[config.mk]
export PLATFORM = sky130hd
export DESIGN_NAME = data_mem_sequencer
export DESIGN_NICKNAME = d
export VERILOG_FILES = /design/src/rtl/data_mem_sequencer.sv
export SDC_FILE = /design/constraint.sdc
export NUM_CORES = 1
export LEC_CHECK = 0
export ABC_AREA = 1
export CAP_MARGIN = 10
export CORE_AREA = 2 2 122 124
export CTS_CLUSTER_SIZE = 25
export DETAILED_ROUTE_END_ITERATION = 8
export DIE_AREA = 0 0 124 126
export MAX_ROUTING_LAYER = met4
export PLACE_DENSITY = 0.84
export SETUP_SLACK_MARGIN = 0.05
export SLEW_MARGIN = 10
export SYNTH_ARGS = -nofsm -noshare
export SYNTH_HDL_FRONTEND = slang
export SYNTH_SLANG_ARGS = --single-unit
[constraint.sdc]
create_clock -name clk -period 3.8 [get_ports clk]
set_clock_uncertainty 0.2 [all_clocks]
set_input_delay 0.76 -clock clk [delete_from_list [all_inputs] [get_ports clk]]
set_output_delay 0.76 -clock clk [all_outputs]
set_load 0.02 [all_outputs]
[src/rtl/data_mem_sequencer.sv]
// Load/store sequencer between execute and the data-memory bus: single read or
// write for LW/SW and loads, read-merge-write for SB/SH, core frozen until done.
module data_mem_sequencer #(
   parameter int ADDR_W = 32
) (
   input  logic              clk,
   input  logic              reset,
   input  logic              req_valid,
   input  logic [5:0]        opcode,
   input  logic [ADDR_W-1:0] eff_address,
   input  logic [31:0]       rt_content,
   input  logic [31:0]       merged_writedata,
   output logic              core_stall,
   output logic              merge_stall,
   output logic [31:0]       rmw_readdata,
   output logic [1:0]        data_address2LSB,
   output logic [31:0]       load_data,
   output logic              load_valid,
   output logic              misaligned,
   output logic [ADDR_W-1:0] data_address,
   output logic              data_read,
   output logic              data_write,
   output logic [31:0]       data_writedata,
   output logic [3:0]        data_byteenable,
   input  logic              data_waitrequest,
   input  logic [31:0]       data_readdata,
   output logic [2:0]        state_o      // debug: 0 IDLE, 1 READ, 2 MERGE, 3 WRITE, 4 DONE
);
   // Bus handshake: a strobe (data_read/data_write) is held every cycle that
   // data_waitrequest is high; the transfer completes on the first cycle it is low.

   localparam logic [5:0] OP_LB = 6'h20, OP_LH = 6'h21, OP_LW = 6'h23, OP_LBU = 6'h24,
                          OP_LHU = 6'h25, OP_SB = 6'h28, OP_SH = 6'h29, OP_SW = 6'h2b;

   typedef enum logic [2:0] {
      S_IDLE = 3'd0, S_READ = 3'd1, S_MERGE = 3'd2, S_WRITE = 3'd3, S_DONE = 3'd4
   } state_t;

   state_t            state_q, state_d;
   logic [5:0]        op_q, op_d;
   logic [ADDR_W-1:0] addr_q, addr_d;
   logic [1:0]        lsb_q, lsb_d;
   logic [31:0]       rmw_q, rmw_d, ld_q, ld_d, wd_q, wd_d;
   logic              rd_q, rd_d, wr_q, wr_d, lv_q, lv_d, mis_q, mis_d;
   logic              accept;

   function automatic logic is_mem(input logic [5:0] op);
      case (op)
         OP_LB, OP_LH, OP_LW, OP_LBU, OP_LHU, OP_SB, OP_SH, OP_SW: is_mem = 1'b1;
         default: is_mem = 1'b0;
      endcase
   endfunction

   function automatic logic is_load(input logic [5:0] op);
      case (op)
         OP_LB, OP_LH, OP_LW, OP_LBU, OP_LHU: is_load = 1'b1;
         default: is_load = 1'b0;
      endcase
   endfunction

   function automatic logic is_misaligned(input logic [5:0] op, input logic [1:0] lsb);
      case (op)
         OP_LH, OP_LHU, OP_SH: is_misaligned = lsb[0];
         OP_LW, OP_SW:         is_misaligned = (lsb != 2'b00);
         default:              is_misaligned = 1'b0;
      endcase
   endfunction

   function automatic logic [31:0] extract(input logic [5:0] op, input logic [1:0] lsb,
                                           input logic [31:0] word);
      logic [31:0] shifted;
      logic [7:0]  b;
      logic [15:0] h;
      shifted = word >> {lsb, 3'b000};
      b = shifted[7:0];
      h = lsb[1] ? word[31:16] : word[15:0];
      case (op)
         OP_LB:   extract = {{24{b[7]}}, b};
         OP_LBU:  extract = {24'h0, b};
         OP_LH:   extract = {{16{h[15]}}, h};
         OP_LHU:  extract = {16'h0, h};
         default: extract = word;
      endcase
   endfunction

   assign accept = (state_q == S_IDLE) && req_valid && is_mem(opcode);

   always_ff @(posedge clk) begin
      if (reset) state_q <= S_IDLE;
      else       state_q <= state_d;
   end

   always_comb begin
      state_d = state_q;
      case (state_q)
         S_IDLE: begin
            if (accept) begin
               if (is_misaligned(opcode, eff_address[1:0])) state_d = S_DONE;
               else if (opcode == OP_SW)                   state_d = S_WRITE;
               else                                        state_d = S_READ;
            end
         end
         S_READ:  if (!data_waitrequest) state_d = is_load(op_q) ? S_DONE : S_MERGE;
         S_MERGE: state_d = S_WRITE;
         S_WRITE: if (!data_waitrequest) state_d = S_DONE;
         default: state_d = S_IDLE;
      endcase
   end

   always_comb begin
      core_stall  = 1'b0;
      merge_stall = 1'b1;
      case (state_q)
         S_IDLE:  core_stall = req_valid && is_mem(opcode);
         S_READ:  core_stall = 1'b1;
         S_MERGE: begin core_stall = 1'b1; merge_stall = 1'b0; end
         S_WRITE: begin core_stall = 1'b1; merge_stall = 1'b0; end
         default: core_stall = 1'b0;
      endcase
   end

   // Strobes are registered: they are raised on the edge entering READ/WRITE
   // and dropped on the edge that completes the transfer.
   always_comb begin
      op_d   = op_q;
      addr_d = addr_q;
      lsb_d  = lsb_q;
      rmw_d  = rmw_q;
      ld_d   = ld_q;
      wd_d   = wd_q;
      rd_d   = 1'b0;
      wr_d   = 1'b0;
      lv_d   = 1'b0;
      mis_d  = 1'b0;
      case (state_q)
         S_IDLE: begin
            if (accept) begin
               op_d   = opcode;
               addr_d = {eff_address[ADDR_W-1:2], 2'b00};
               lsb_d  = eff_address[1:0];
               if (is_misaligned(opcode, eff_address[1:0])) mis_d = 1'b1;
               else if (opcode == OP_SW) begin
                  wd_d = rt_content;
                  wr_d = 1'b1;
               end else rd_d = 1'b1;
            end
         end
         S_READ: begin
            if (data_waitrequest) rd_d = 1'b1;
            else begin
               rmw_d = data_readdata;
               if (is_load(op_q)) begin
                  ld_d = extract(op_q, lsb_q, data_readdata);
                  lv_d = 1'b1;
               end
            end
         end
         S_MERGE: begin
            wd_d = merged_writedata;
            wr_d = 1'b1;
         end
         S_WRITE: wr_d = data_waitrequest;
         default: ;
      endcase
   end

   always_ff @(posedge clk) begin
      if (reset) begin
         op_q   <= 6'h0;
         addr_q <= '0;
         lsb_q  <= 2'b00;
         rmw_q  <= 32'h0;
         ld_q   <= 32'h0;
         wd_q   <= 32'h0;
         rd_q   <= 1'b0;
         wr_q   <= 1'b0;
         lv_q   <= 1'b0;
         mis_q  <= 1'b0;
      end else begin
         op_q   <= op_d;
         addr_q <= addr_d;
         lsb_q  <= lsb_d;
         rmw_q  <= rmw_d;
         ld_q   <= ld_d;
         wd_q   <= wd_d;
         rd_q   <= rd_d;
         wr_q   <= wr_d;
         lv_q   <= lv_d;
         mis_q  <= mis_d;
      end
   end

   assign rmw_readdata     = rmw_q;
   assign data_address2LSB = lsb_q;
   assign load_data        = ld_q;
   assign load_valid       = lv_q;
   assign misaligned       = mis_q;
   assign data_address     = addr_q;
   assign data_read        = rd_q;
   assign data_write       = wr_q;
   assign data_writedata   = wd_q;
   assign data_byteenable  = 4'b1111;
   assign state_o          = state_q;

endmodule

==> results <==
==> path summary, 6_finish.rpt <==
path	end	slack [ns]	cells after the start
max reg2reg	load_data[3]$_SDFFE_PP0P_	1.19	9
min	op_q[4]$_SDFFE_PP0N_	0.25	2
min reg2reg	op_q[4]$_SDFFE_PP0N_	0.25	2
max	core_stall	0.30	8
==> synth_stat cells <==
| cell | number | share of area, % |
|---|---|---|
| nor2_2 | 1 | 0.099 |
| clkbuf_2 | 1 | 0.079 |
| buf_4 | 11 | 1.3 |
| nand3_1 | 62 | 4.9 |
| nor3_4 | 1 | 0.26 |
| buf_1 | 1 | 0.059 |
| or3_1 | 1 | 0.099 |
| o211ai_1 | 3 | 0.36 |
| nor2_1 | 200 | 12 |
| clkbuf_1 | 40 | 2.4 |
| clkinv_1 | 1 | 0.059 |
| inv_1 | 81 | 4.8 |
| o21ai_1 | 33 | 2.6 |
| buf_2 | 9 | 0.71 |
| nor4_1 | 1 | 0.099 |
| nor3_2 | 1 | 0.16 |
| o21ai_0 | 64 | 5.1 |
| conb_1 | 2 | 0.12 |
| nand2_2 | 2 | 0.20 |
| a21oi_1 | 50 | 4.0 |
| dfxtp_1 | 141 | 45 |
| nand4_1 | 2 | 0.20 |
| nand2_1 | 257 | 15 |
| inv_2 | 4 | 0.24 |
| nor3_1 | 7 | 0.55 |
==> power groups by stage <==
stage	combinational (mW)	clock, mW	sequential (mW)
2_1_floorplan	0.397	0	1.77
3_3_place_gp	0.959	0	1.66
3_5_place_dp	0.969	0	1.66
4_1_cts	0.977	2.02	1.63
5_1_grt	1.06	2.08	1.65
6_report	0.977	2.00	1.63
==> registers in the layout, indices dropped and copies added (netlist names) <==
signal	cells
data_address	30
data_address2LSB	2
data_read	1
data_write	1
data_writedata	32
load_data	32
load_valid	1
misaligned	1
op_q	6
rmw_readdata	32
state_o	3
==> area by class of cell <==
| class | count | area share [%] |
|---|---|---|
| inverters | 86 | 3.26 |
| repair buffers | 287 | 29.0 |
| clock inverters | 10 | 2.34 |
| multi-input cells | 691 | 29.7 |
| clock buffers | 22 | 4.90 |
| well taps | 184 | 2.33 |
| flip-flops and latches | 141 | 28.5 |
==> worst max-delay path, stage by stage <==
cell and delay [ns]:
clkdlybuf4s50_1 0.45, inv_1 0.04, nor2_1 0.20, nand3_1 0.11
nand2_1 0.16, nand2_2 0.07, nand2_1 0.09, clkdlybuf4s50_1 0.65
==> per-stage QoR <==
stage          area (um^2)  util, %
3_3_place_gp          9170     64.1
5_1_grt               9890     69.1
2_1_floorplan         6340        -
3_5_place_dp          9170     64.1
4_1_cts               9890     69.1
6_report              9890     69.1
==> kinds of logic (layout without fill, tap and decap cells) <==
| kind of cell | Yosys count | count (layout) | share of synthesized area, % |
|---|---|---|---|
| AOI/OAI and AO/OA | 150 | 150 | 12.0 |
| buffers and inverters | 148 | 405 | 9.63 |
| DFF | 141 | 141 | 44.6 |
| other | 2 | 6 | 0.119 |
| and+or+nand+nor | 535 | 535 | 33.7 |
==> per-layer routing <==
| metal | global-route usage [%] | vias up | wire [um] |
|---|---|---|---|
| met5 | - | - | 0 |
| met4 | 11.0 | 0 | 652 |
| met3 | 8.15 | 39 | 1980 |
| met2 | 45.7 | 295 | 10200 |
| met1 | 31.3 | 3113 | 8720 |
| li1 | - | 3532 | - |
==> key figures <==
Clock tree
  • Hold_buf cts: 0
  • CTS clk-pin slew, worst paths: 0.06 ns
  • CTS tree: done
  • Clk_lat worst skew: 0.42 ns
  • Clk buf depth: 2
  • Post CTS Setup Buffer Count: 0
  • H-tree depth: 4
  • CTS Buf Count: 17
  • PostCTS Resize Cnt: 0
  • CTS root buf: clkbuf_16
  • CTS sink cnt: 141

Hold path
  • Min-Delay Path Class: reg -> reg
  • Hold Path Origin: op_q[4]$_SDFFE_PP0N_

Floorplanning
  • Ports: 281
  • Total core area: 14300 um^2
  • FP Rows: 44
  • Starting density of the core: 44.2%
  • Die height: 126 um
  • Die X: 124 um
  • Die area: 15600 um^2

Timing
  • Slew margin rel.: 20.1%
  • Worst-margin pin slew: 1.19 ns
  • Setup violators final: 0
  • Setup TNS: 0 ns
  • Final Hold Vio Count: 0
  • Slew Viols, Final: 0
  • Final period utilization: 92.2%
  • Fin crit period: 3.50 ns
  • Fmax: 0.286 GHz
  • Final WS setup: 0.298 ns
  • Hold slack: 0.246 ns
  • Unrepaired setup endpoints after global routing: false

Cells and area
  • Most frequent cells in the layout: clkdlybuf4s50_1 (274), nand2_1 (257), nor2_1 (198), dfxtp_1 (141), inv_1 (80)
  • Area growth syn-to-layout: 56.3%
  • Sequential cell area: 2820 um^2
  • Layout cell share with drive strength beyond 1: 4.53%
  • Area occupied by multi-input gates: 2930 um^2
  • Commonest non-fill, non-tap cell in the layout: clkdlybuf4s50_1
  • Filler instances: 1196
  • Nets@finish: 1362
  • # diodes: 0
  • Non-filler cells in the finished layout: 1421

Power and ir drop
  • Peak VDD IR: 0.420 mV
  • Clock power share: 43.4%
  • Switching power total: 1.23 mW
  • Sw Share: 26.8%
  • Leak Pwr: 4.25 nW
  • Internal Power: 3.38 mW
  • Sequential power share: 35.5%
  • Cell Pwr Density: 466 nW/um^2
  • Combinational power share: 21.2%
  • Power Total: 4.61 mW

Synthesis
  • Post-Synthesis Cells: 976
  • Post-synth cell types: 25
  • Yosys Warn Count: 0
  • Count of state elements after synthesis: 141
  • Sequential share of the synthesized area: 44.6%
  • Cell area after synthesis: 6330 um^2
  • Synth Area per Inst: 6.48 um^2

Drt
  • Routed Antenna Nets: 0
  • Via Count: 6979
  • First-pass DRT Iterations: 5
  • Final wirelength: 21.6 mm
  • Initial drt markers: 484
  • Vias/cell: 4.91
  • Routed wire per std cell: 15.2 um
  • Number of remaining DRC errors: 0

GRT
  • Pin count of the biggest net entering global routing: 53
  • All-layer global routing usage: 27.7%
  • First-pass GRT wire length: 32.7 mm
  • Vias in the first global route: 6484
  • Global-route congestion overflow total: 0
  • Initial antenna violation count: 0

Setup path
  • Worst setup SP type: primary input
  • Worst Setup SP: opcode[5]
  • CP Capture Type: primary output
  • Setup CP Type: in -> out
  • WP data required: 2.84 ns
  • RR Startpoint: op_q[4]$_SDFFE_PP0N_
  • Critical Path AT: 2.54 ns
  • Crit Path Max Fanout: 4

Placed design
  • Final HPWL DP: 15.6 mm
  • Post-Place Setup Slack: 0.293 ns
  • GPL Wtd Cong: 0.973
  • Post-placement cell count: 1389
  • IO buf count: 274

Run status
  • Status: finished, final reports clean

Job
  • MaxCap Viol Count: 0
No activity file was read; power rests on OpenSTA's default activity.
